<file path="config.mk">
export PLATFORM = sky130hd
export DESIGN_NAME = mem_rd_arbiter
export DESIGN_NICKNAME = d
export VERILOG_FILES = /design/src/rtl/mem_rd_arbiter.sv
export SDC_FILE = /design/constraint.sdc
export NUM_CORES = 1
export LEC_CHECK = 0
export ABC_CLOCK_PERIOD_IN_PS = 4400
export BUFFER_PORTS_ARGS = -buffer_cell sky130_fd_sc_hd__clkbuf_2
export CORE_AREA = 2 2 82 84
export DETAILED_ROUTE_END_ITERATION = 16
export DIE_AREA = 0 0 84 86
export PLACE_DENSITY = 0.8
export SLEW_MARGIN = 10
export SYNTH_ARGS = -nofsm -noshare
export SYNTH_HDL_FRONTEND = slang
export SYNTH_SLANG_ARGS = --single-unit
</file>
<file path="constraint.sdc">
create_clock -name clk -period 4.4 [get_ports clk]
set_input_delay 0 -clock clk [delete_from_list [all_inputs] [get_ports clk]]
set_output_delay 0 -clock clk [all_outputs]
set_load 0.02 [all_outputs]
</file>
<file path="src/rtl/mem_rd_arbiter.sv">
// mem_rd_arbiter: shares one burst memory read channel between the I-cache
// and D-cache miss paths. Grants one line read at a time with round-robin
// fairness, holds the channel for the whole burst, steers response beats to
// the owning cache and raises a sticky flag on malformed burst lengths.
module mem_rd_arbiter #(
    parameter int ADDR_WIDTH = 32,
    parameter int DATA_WIDTH = 32,
    parameter int BURST_LEN  = 8
) (
    input  logic                  clk,
    input  logic                  rst,

    input  logic                  ic_rd_req_valid,
    input  logic [ADDR_WIDTH-1:0] ic_rd_req_addr,
    output logic                  ic_rd_req_ready,
    output logic                  ic_rd_rsp_valid,
    output logic [DATA_WIDTH-1:0] ic_rd_rsp_data,
    output logic                  ic_rd_rsp_last,
    input  logic                  ic_rd_rsp_ready,

    input  logic                  dc_rd_req_valid,
    input  logic [ADDR_WIDTH-1:0] dc_rd_req_addr,
    output logic                  dc_rd_req_ready,
    output logic                  dc_rd_rsp_valid,
    output logic [DATA_WIDTH-1:0] dc_rd_rsp_data,
    output logic                  dc_rd_rsp_last,
    input  logic                  dc_rd_rsp_ready,

    output logic                  mem_rd_req_valid,
    output logic [ADDR_WIDTH-1:0] mem_rd_req_addr,
    input  logic                  mem_rd_req_ready,
    input  logic                  mem_rd_rsp_valid,
    input  logic [DATA_WIDTH-1:0] mem_rd_rsp_data,
    input  logic                  mem_rd_rsp_last,
    output logic                  mem_rd_rsp_ready,

    output logic                  owner,
    output logic                  busy,
    output logic                  beat_err
);

    localparam int CW = (BURST_LEN > 1) ? $clog2(BURST_LEN) : 1;
    localparam logic [CW-1:0] LAST_CNT = CW'(BURST_LEN - 1);

    typedef enum logic [2:0] {
        IDLE = 3'b001,
        REQ  = 3'b010,
        RSP  = 3'b100
    } state_t;

    state_t                state;
    logic [ADDR_WIDTH-1:0] addr_q;
    logic [CW-1:0]         beat_cnt;

    logic in_req;
    logic in_rsp;
    logic grant_dc;
    logic rsp_hs;
    logic cnt_at_last;

    assign in_req      = (state == REQ);
    assign in_rsp      = (state == RSP);
    // On a tie the cache that did not own the previous grant wins
    assign grant_dc    = dc_rd_req_valid && (!ic_rd_req_valid || !owner);
    assign rsp_hs      = mem_rd_rsp_valid && mem_rd_rsp_ready;
    assign cnt_at_last = (beat_cnt == LAST_CNT);

    // Arbitration FSM plus grant latch, beat counter and sticky burst error
    always_ff @(posedge clk) begin
        if (!rst) begin
            state    <= IDLE;
            owner    <= 1'b0;
            addr_q   <= '0;
            beat_cnt <= '0;
            beat_err <= 1'b0;
        end else begin
            case (state)
                IDLE: begin
                    if (ic_rd_req_valid || dc_rd_req_valid) begin
                        owner    <= grant_dc;
                        addr_q   <= grant_dc ? dc_rd_req_addr : ic_rd_req_addr;
                        beat_cnt <= '0;
                        state    <= REQ;
                    end
                end
                REQ: begin
                    if (mem_rd_req_ready) begin
                        state <= RSP;
                    end
                end
                RSP: begin
                    if (rsp_hs) begin
                        beat_cnt <= cnt_at_last ? '0 : beat_cnt + 1'b1;
                        if (mem_rd_rsp_last != cnt_at_last) begin
                            beat_err <= 1'b1;
                        end
                        if (mem_rd_rsp_last) begin
                            state <= IDLE;
                        end
                    end
                end
                default: begin
                    state <= IDLE;
                end
            endcase
        end
    end

    assign busy             = (state != IDLE);
    assign mem_rd_req_valid = in_req;
    assign mem_rd_req_addr  = in_req ? addr_q : '0;

    assign ic_rd_req_ready  = in_req && !owner && mem_rd_req_ready;
    assign dc_rd_req_ready  = in_req &&  owner && mem_rd_req_ready;

    assign ic_rd_rsp_valid  = in_rsp && !owner && mem_rd_rsp_valid;
    assign ic_rd_rsp_data   = (in_rsp && !owner) ? mem_rd_rsp_data : '0;
    assign ic_rd_rsp_last   = in_rsp && !owner && mem_rd_rsp_last;

    assign dc_rd_rsp_valid  = in_rsp &&  owner && mem_rd_rsp_valid;
    assign dc_rd_rsp_data   = (in_rsp && owner) ? mem_rd_rsp_data : '0;
    assign dc_rd_rsp_last   = in_rsp &&  owner && mem_rd_rsp_last;

    assign mem_rd_rsp_ready = in_rsp && (owner ? dc_rd_rsp_ready : ic_rd_rsp_ready);

endmodule

</file>
-- Yosys cells after proc, flatten, opt, wreduce, memory -nomap -nowiden
Index checks and enable logic that the tools add are counted.
- add/subtract/negate cells: 1
- multipliers: 0
- div/mod/pow operators: 0
- $lt $le $gt $ge: 0
- equality and inequality tests: 10
- shifts and indexed selects: 0
- multiplexer cells: 14
- bitwise operators: 0
- reductions and logical operators: 22
- operators by type and width (cell ; count):
    $mux W32 ; 4
    $mux W3 ; 7
    $logic_and A1 B1 Y1 ; 13
    $pmux W3 S3 ; 1
    $eq A3 B3 Y1 const B ; 2
    $ne A2 B2 Y1 const B ; 3
    $pmux W3 S2 ; 1
    $reduce_and A3 Y1 ; 2
    $reduce_and A4 Y1 ; 1
    $add A3 B1 Y3 const B ; 1
    $eq A3 B1 Y1 const B ; 1
    $eq A3 B2 Y1 const B ; 1
    $ne A3 B1 Y1 const B ; 1
    $logic_not A1 Y1 ; 2
    $logic_or A1 B1 Y1 ; 2
    $ne A2 B1 Y1 const B ; 1
    $reduce_and A2 Y1 ; 1
    $reduce_bool A2 Y1 ; 1
    $mux W1 ; 1
    $ne A1 B1 Y1 ; 1
- register bits: 40
- latch bits: 0
- memory bits (writable): 0
- memory bits (read-only): 0
- bits of input ports: 105
- output and inout bits: 107
- logic and storage cells: 52
- memories: 0

-- Longest topological paths before layout
Gate-level depths: netlist of the first run.
- depth in word-level cells: 5
- depth in mapped cells: 5
- mapped depth without buffers: 5

-- Worst setup path after synthesis of the first run
OpenSTA, ideal clock, no wires.
- path kind: reg2out
- from: register state[1]
- to: output mem_rd_req_addr[22]
- arrival: 1.440 ns
- data required time: 4.400 ns
- path slack: 2.960 ns
- stages on the path, launching flop included: 4
- path buffers: 1
- cells stage by stage: dfxtp_1 > nor3b_2 > clkbuf_1 > and2_1
- longest elaborated chain between the ends: 2
- ends and longest elaborated chain (what ; RTL line ; source):
    from (decl) ; 51 ; state_t state;
    from (signal assigned) ; 71 ; state <= IDLE;
    from (signal assigned) ; 83 ; state <= REQ;
    from (signal assigned) ; 88 ; state <= RSP;
    $eq A3 B2 Y1 ; 61 ; assign in_req = (state == REQ);
    via mem_rd_req_valid ; 29 ; output logic mem_rd_req_valid,
    $mux W32 ; 111 ; assign mem_rd_req_addr = in_req ? addr_q : '0;
    to (decl) ; 30 ; output logic [ADDR_WIDTH-1:0] mem_rd_req_addr,
The timed path passes the listed nets, and every way through them passes these cells.

-- Worst setup path after layout of the first run
- from: register owner
- to: register addr_q[28]
- longest elaborated chain between the ends: 4
- ends and longest elaborated chain (what ; RTL line ; source):
    from (decl) ; 37 ; output logic owner,
    from (signal assigned) ; 80 ; owner <= grant_dc;
    $logic_not A1 Y1 ; 64 ; assign grant_dc = dc_rd_req_valid && (!ic_rd_req_valid || !owner);
    $logic_or A1 B1 Y1 ; 64 ;
    $logic_and A1 B1 Y1 ; 64 ;
    $mux W32 ; 81 ; addr_q <= grant_dc ? dc_rd_req_addr : ic_rd_req_addr;
    to (signal assigned) ; 81 ;
    to (decl) ; 52 ; logic [ADDR_WIDTH-1:0] addr_q;
Every way passes these cells.
A chain may end at the register's enable or synchronous reset.

==> metrics.cfg, run 1 <==
[worst_setup_path]
critPathMaxFanout=43
r2r-end=addr_q[28]
r2r_start=owner
cpPeakStageDelay_ns=1.06
worstSetupPathType=flip-flop to flip-flop
ff2ff_path_depth=4
worstPathCellList=nand2_1 > nand2_1 > o22ai_1 > a21oi_1
crit_top_cell=nand2_1
reg2reg_slack_ns=1.81
cp-start-kind=flip-flop
cp_data_required_time_ns=4.62
cp_slowest_cell=dfxtp_1
cp.arrival_ns=2.81
crit_path_end_kind=flip-flop

[sta]
fin_worst_skew_ns=0.01332
hold_viol_final=0
rsz0062_at_grt=no
worst_pin_slew_ns=1.152
fin_crit_ns=2.591
relSlewSlack_pct=23.13
slew_violations=0
fin_setup_tns_ns=0
holdWs_ns=0.005404
setup_viol=0
post-route-period-util_pct=58.89
layout_setup_ws_ns=1.809
fmax_ghz=0.3859

[placement]
gp_congestion=0.8805
portBuffers=211
dp_hpwl_mm=6.506
post-place-ws_ns=1.892
post_dp_cell_area_um2=3438

[grt]
grt_pass1_wl_mm=14.23
grt_overflow=0
track_usage_pct=24.04
gr-usage-met2_pct=44.44
grt_antenna_before_repair=0
met1_usage_pct=27.31
top_usage_layer=met2
grt_max_degree=44
met3_usage_pct=5.294
grt_pass1_vias=2902

[clock_network]
worst_skew_pair.late_latency_ns=0.29
clockBufferDepth=2
numClockSinks=40
htreeDepth=2
path_clk_slew_ns=0.08
cts_tree=done
cts_root_buffer=clkbuf_8
cts_buffers=5

[synthesis]
ys_ff_latch=40
synth_area_um2=2366
ys_seq_area_share_pct=33.84
synth_cell_types=29
ys_top_cells_by_area=dfxtp_1 (34%), and2_1 (17%), and3_1 (9.3%)
synth_area_per_cell_um2=7.608
synth_top_area_share_pct=33.84
ys_async_sr_fraction_pct=0
synth_fp_nets=418
synthFlopType=dfxtp_1
synth_top_area_cell=dfxtp_1
syn_inst=311
yosysWarningCount=0
synth-edff-count=0

[routing]
vias=3137
postRouteAntennaNets=0
first_iter_violations=151
wl_per_cell_um=15.25
drc=0
drtPass1Iterations=4
viasPerCell=5.220
wirelength_mm=9.164

[final_layout]
final_common_cell=clkbuf_2
final_cell_mix=clkbuf_2 (211), and2_1 (65), dfxtp_1 (40), and3_1 (35)
nets=630
synthToLayoutAreaGrowth_pct=59.23
drive_above_1_share_pct=43.32
final_area_um2=3767
fill_cells=592
n_antenna_cell=0

[worst_hold_path]
min_to=addr_q[4]
holdPathStages=3
hold_path_class=primary input to flip-flop
hp-start=dc_rd_req_addr[4]

[floorplan]
row_count=29
dieArea_um2=7224
die_h_um=86
core-area_um2=6277
dieWidth_um=84
ios=212
start_util_pct=37.69

[power_and_ir_drop]
vdd_drop_max_uv=196.5
finalPower_mw=1.008
p_per_area_nw_per_um2=267.5
p_leak_nw=2.078

[run_status]
outcome=finished clean

[flow_run]
max_cap_viol_count=0

repair_timing:
action | 4_1_cts | 5_1_grt
hold buffers | 20 | 0
endpoints found under the hold margin | 20 | 0
setup endpoints to repair | 0 | 0
setup buffers | 0 | 0
gates resized for setup | 0 | 0
synth_stat cells (all sizes together), types with 2 or more instances:
| master | instances |
|---|---|
| dfxtp | 40 |
| and2 | 65 |
| and3 | 35 |
| ha | 2 |
| nor2b | 2 |
| xnor2 | 2 |
| nand2 | 8 |
| clkbuf | 25 |
| o21ai | 35 |
| buf | 4 |
| mux2i | 2 |
| nor3b | 3 |
| inv | 3 |
| o21a | 3 |
| a21oi | 33 |
| nor2 | 8 |
| o22ai | 33 |
per-stage QoR:
step | utilization (%) | cells
4_1_cts | 59.90 | 601
6_report | 60.02 | 601
5_1_grt | 60.02 | 601
3_3_place_gp | 54.77 | 573
3_5_place_dp | 54.77 | 573
2_1_floorplan | - | 311
cell families (layout without fill, tap and decap cells):
group                      Yosys count  after routing  synth area share [%]
DFF                                 40             40                 33.84
and+or+nand+nor                    125            125                 32.52
buffers and inverters               32            245                 5.235
adders and majority gates            2              2                 1.057
AOI/OAI and AO/OA                  108            108                 25.75
muxes                                2              2                0.8461
xor gates and xnor gates             2              2                0.7405
cell type report:
class | instances | area (um^2) | share of cell area [%]
clock buffers | 6 | 82.58 | 2.192
flip-flops and latches | 40 | 800.8 | 21.26
well taps | 77 | 96.34 | 2.557
repair buffers | 234 | 1279 | 33.94
multi-input cells | 239 | 1459 | 38.72
clock inverters | 2 | 38.79 | 1.030
inverters | 3 | 11.26 | 0.2989
worst max-delay path, delay by kind of cell (launching register included):
kind | cells | cell delay, ns
AOI/OAI and AO/OA | 2 | 0.43
and+or+nand+nor | 2 | 1.01
DFF | 1 | 1.06
state kept, by name, indices dropped and copies added (netlist names):
register / cells
owner: 1
addr_q: 32
beat_err: 1
beat_cnt: 3
state: 3
metal layers:
layer  vias to the layer above  share of wire, %
met3                        20               7.2
met1                      1422                38
li1                       1526                 -
met5                         -                 0
met4                         0               2.6
met2                       169                53
how the worst max path moves through the flow:
stage	startpoint	endpoint	slack, ns	depth (start not counted)
final	owner	addr_q[28]	1.81	4
after global routing	owner	addr_q[0]	1.52	4
after CTS	owner	addr_q[10]	1.87	4
after detailed placement	owner	addr_q[10]	1.89	4
after global placement	owner	addr_q[9]	2.02	4
after floorplan	state[1]	mem_rd_req_addr[22]	2.96	3
power breakdown:
| part | total, mW | internal (mW) | switching, mW | leakage [nW] |
|---|---|---|---|---|
| registers | 0.444 | 0.409 | 0.0347 | 0.331 |
| clock network | 0.317 | 0.186 | 0.131 | 0.0614 |
| logic | 0.247 | 0.108 | 0.139 | 1.69 |
Note: power is estimated with default switching activity, not from simulation.
==> inputs of run 2 (changes only) <==
ABC_CLOCK_PERIOD_IN_PS = 2200   (was 4400)
CORE_AREA = default   (was 2 2 82 84)
CORE_MARGIN = 1   (was default)
CORE_UTILIZATION = 34   (was default)
DIE_AREA = default   (was 0 0 84 86)
PLACE_DENSITY = 0.77   (was 0.8)
clock period = 2.2 ns   (was 4.4 ns; I/O delays follow)
==> metrics.cfg, run 2 (synthesis gave the netlist of run 1 again) <==
[power_and_ir_drop]
vdd_drop_max_uv=297.8  ; +52%
p_seq_share_pct=43.3  ; -0.7 points
combPwrFrac_pct=25.6  ; +1.1 points
switching_power_uw=625.0  ; +110%
p_int_mw=1.382  ; +97%
power_frac_clock_pct=31.1  ; -0.3 points
swShare_pct=31.14  ; +0.89 points
p_leak_nw=2.095  ; +0.81%
p_per_area_nw_per_um2=528.1  ; +97%

[flow_run]
max_cap_viol_count=0  ; unchanged

[routing]
postRouteAntennaNets=0  ; unchanged
drc=0  ; unchanged
viasPerCell=5.067  ; -2.9%
vias=3086  ; -1.6%
wl_per_cell_um=14.43  ; -5.3%
first_iter_violations=109  ; -28%
drtPass1Iterations=4  ; unchanged
wirelength_mm=8.790  ; -4.1%

[clock_network]
path_clk_slew_ns=0.09  ; about the same
cts_root_buffer=clkbuf_8
worst_skew_pair.late_latency_ns=0.30  ; about the same
htreeDepth=2  ; unchanged
cts_tree=done
numClockSinks=40  ; unchanged
clockBufferDepth=2  ; unchanged
cts_setup_buffers=0  ; unchanged
cts_buffers=5  ; unchanged

[sta]
fin_worst_skew_ns=0.01036  ; -0.002965 ns
fin_crit_ns=1.892  ; -0.6996 ns
fin_setup_tns_ns=0  ; unchanged
hold_viol_final=0  ; unchanged
worst_pin_slew_ns=0.8246  ; -0.3272 ns
rsz0062_at_grt=no
layout_setup_ws_ns=0.3085  ; -1.500 ns
setup_viol=0  ; unchanged
fmax_ghz=0.5287  ; +37%
post-route-period-util_pct=85.98  ; +27 points
relSlewSlack_pct=44.82  ; +22 points
slew_violations=0  ; unchanged

[worst_setup_path]
r2r-end=beat_cnt[1]
crit_top_cell=mux2i_1
worstPathCellList=buf_4 > mux2i_1 > nand3b_1 > nand2b_1 > mux2i_1
reg2reg_slack_ns=0.31  ; -1.50 ns
cp_slowest_cell=dfxtp_1
cp.arrival_ns=2.07  ; -0.74 ns
cpPeakStageDelay_ns=0.52  ; -0.54 ns
critPathMaxFanout=35  ; -19%
cp_data_required_time_ns=2.38  ; -2.24 ns
cp-start-kind=flip-flop
r2r_start=owner
crit_path_end_kind=flip-flop
ff2ff_path_depth=5  ; +1
worstSetupPathType=flip-flop to flip-flop

[floorplan]
core-area_um2=6756  ; +7.6%
die_h_um=85.42  ; -0.67%
row_count=30  ; +3.4%
ios=212  ; unchanged
start_util_pct=35.02  ; -2.7 points
dieWidth_um=85.42  ; +1.7%
dieArea_um2=7297  ; +1.0%

[worst_hold_path]
hp-start=ic_rd_req_addr[1]
min_to=addr_q[1]
holdPathStages=3  ; unchanged
hold_path_class=primary input to flip-flop

[final_layout]
regArea_um2=800.8  ; unchanged
synthToLayoutAreaGrowth_pct=60.66
largest_reg_flops=32  ; unchanged
final_core_util_pct=56.26  ; -3.8 points
reg_top3=addr_q x32, beat_cnt x3, state x3
fill_cells=626  ; +5.7%
final_cell_mix=clkbuf_2 (211), and2_1 (65), dfxtp_1 (40), and3_1 (35)
drive_above_1_share_pct=43.48  ; +0.16 points
largest-register=addr_q
n_antenna_cell=0  ; unchanged
multi_input_area_um2=1453  ; -0.43%
nets=635  ; +0.79%
final_common_cell=clkbuf_2

[placement]
dp_hpwl_mm=6.236  ; -4.2%
gp_congestion=0.8066  ; -8.4%
portBuffers=211  ; unchanged
post-place-ws_ns=0.3450  ; -1.547 ns

[grt]
grt_pass1_wl_mm=13.25  ; -6.9%
grt_overflow=0  ; unchanged
grt_max_degree=44  ; unchanged
grt_antenna_before_repair=0  ; unchanged
grt_pass1_vias=2776  ; -4.3%
track_usage_pct=22.78  ; -1.3 points

[run_status]
outcome=finished clean

run 2: power by group through the flow:
| stage | registers [mW] | clock network (mW) | logic (mW) |
|---|---|---|---|
| 3_5_place_dp | 0.883 | 0 | 0.479 |
| 2_1_floorplan | 0.873 | 0 | 0.294 |
| 3_3_place_gp | 0.881 | 0 | 0.469 |
| 4_1_cts | 0.868 | 0.648 | 0.511 |
| 6_report | 0.869 | 0.624 | 0.514 |
| 5_1_grt | 0.883 | 0.680 | 0.567 |
run 2: worst max-delay path, delay by kind of cell (launching register included):
| kind | cells | cell delay [ns] |
|---|---|---|
| buffers and inverters | 1 | 0.34 |
| flip-flops | 1 | 0.52 |
| multiplexers | 2 | 0.54 |
| AND/OR/NAND/NOR | 2 | 0.37 |
run 2: cell type report:
class,instances,share of cell area (%)
clock buffers,5,1.810
well taps,80,2.633
inverters,3,0.2962
multi-input cells,239,38.22
clock inverters,3,1.218
repair buffers,239,34.76
flip-flops and latches,40,21.07
run 2: timing repair:
action | 4_1_cts | 5_1_grt
endpoints found under the setup margin | 0 | 0
resized for setup | 0 | 0
hold buffers | 22 | 0
endpoints found under the hold margin | 22 | 0
run 2: metrics by stage:
step                total power [mW]  instance area, um^2  hold slack, ns  cells
finish                         2.007                 3801         0.01336    609
global route                   2.130                 3801         0.01172    609
CTS                            2.027                 3794        0.001829    609
detailed placement             1.362                 3458          0.2932    579
global placement               1.350                 3458          0.2859    579
floorplan                      1.168                 2366          0.1401    311
run 2: worst max-delay path by stage:
stage | start | endpoint | slack (ns) | depth (start not counted)
2_1_floorplan | state[1] | mem_rd_req_addr[22] | 0.76 | 3
3_3_place_gp | owner | addr_q[26] | 0.43 | 3
3_5_place_dp | owner | addr_q[21] | 0.34 | 3
4_1_cts | owner | addr_q[21] | 0.31 | 3
5_1_grt | owner | beat_cnt[0] | 0.21 | 5
6_report | owner | beat_cnt[1] | 0.31 | 5
run 2: layer usage:
layer	global-route usage, %	vias to the layer above	share of wire, %
li1	-	1532	-
met1	25.31	1396	39
met2	42.55	142	52
met3	4.767	16	6.3
met4	8.182	0	2.2
met5	0	-	0
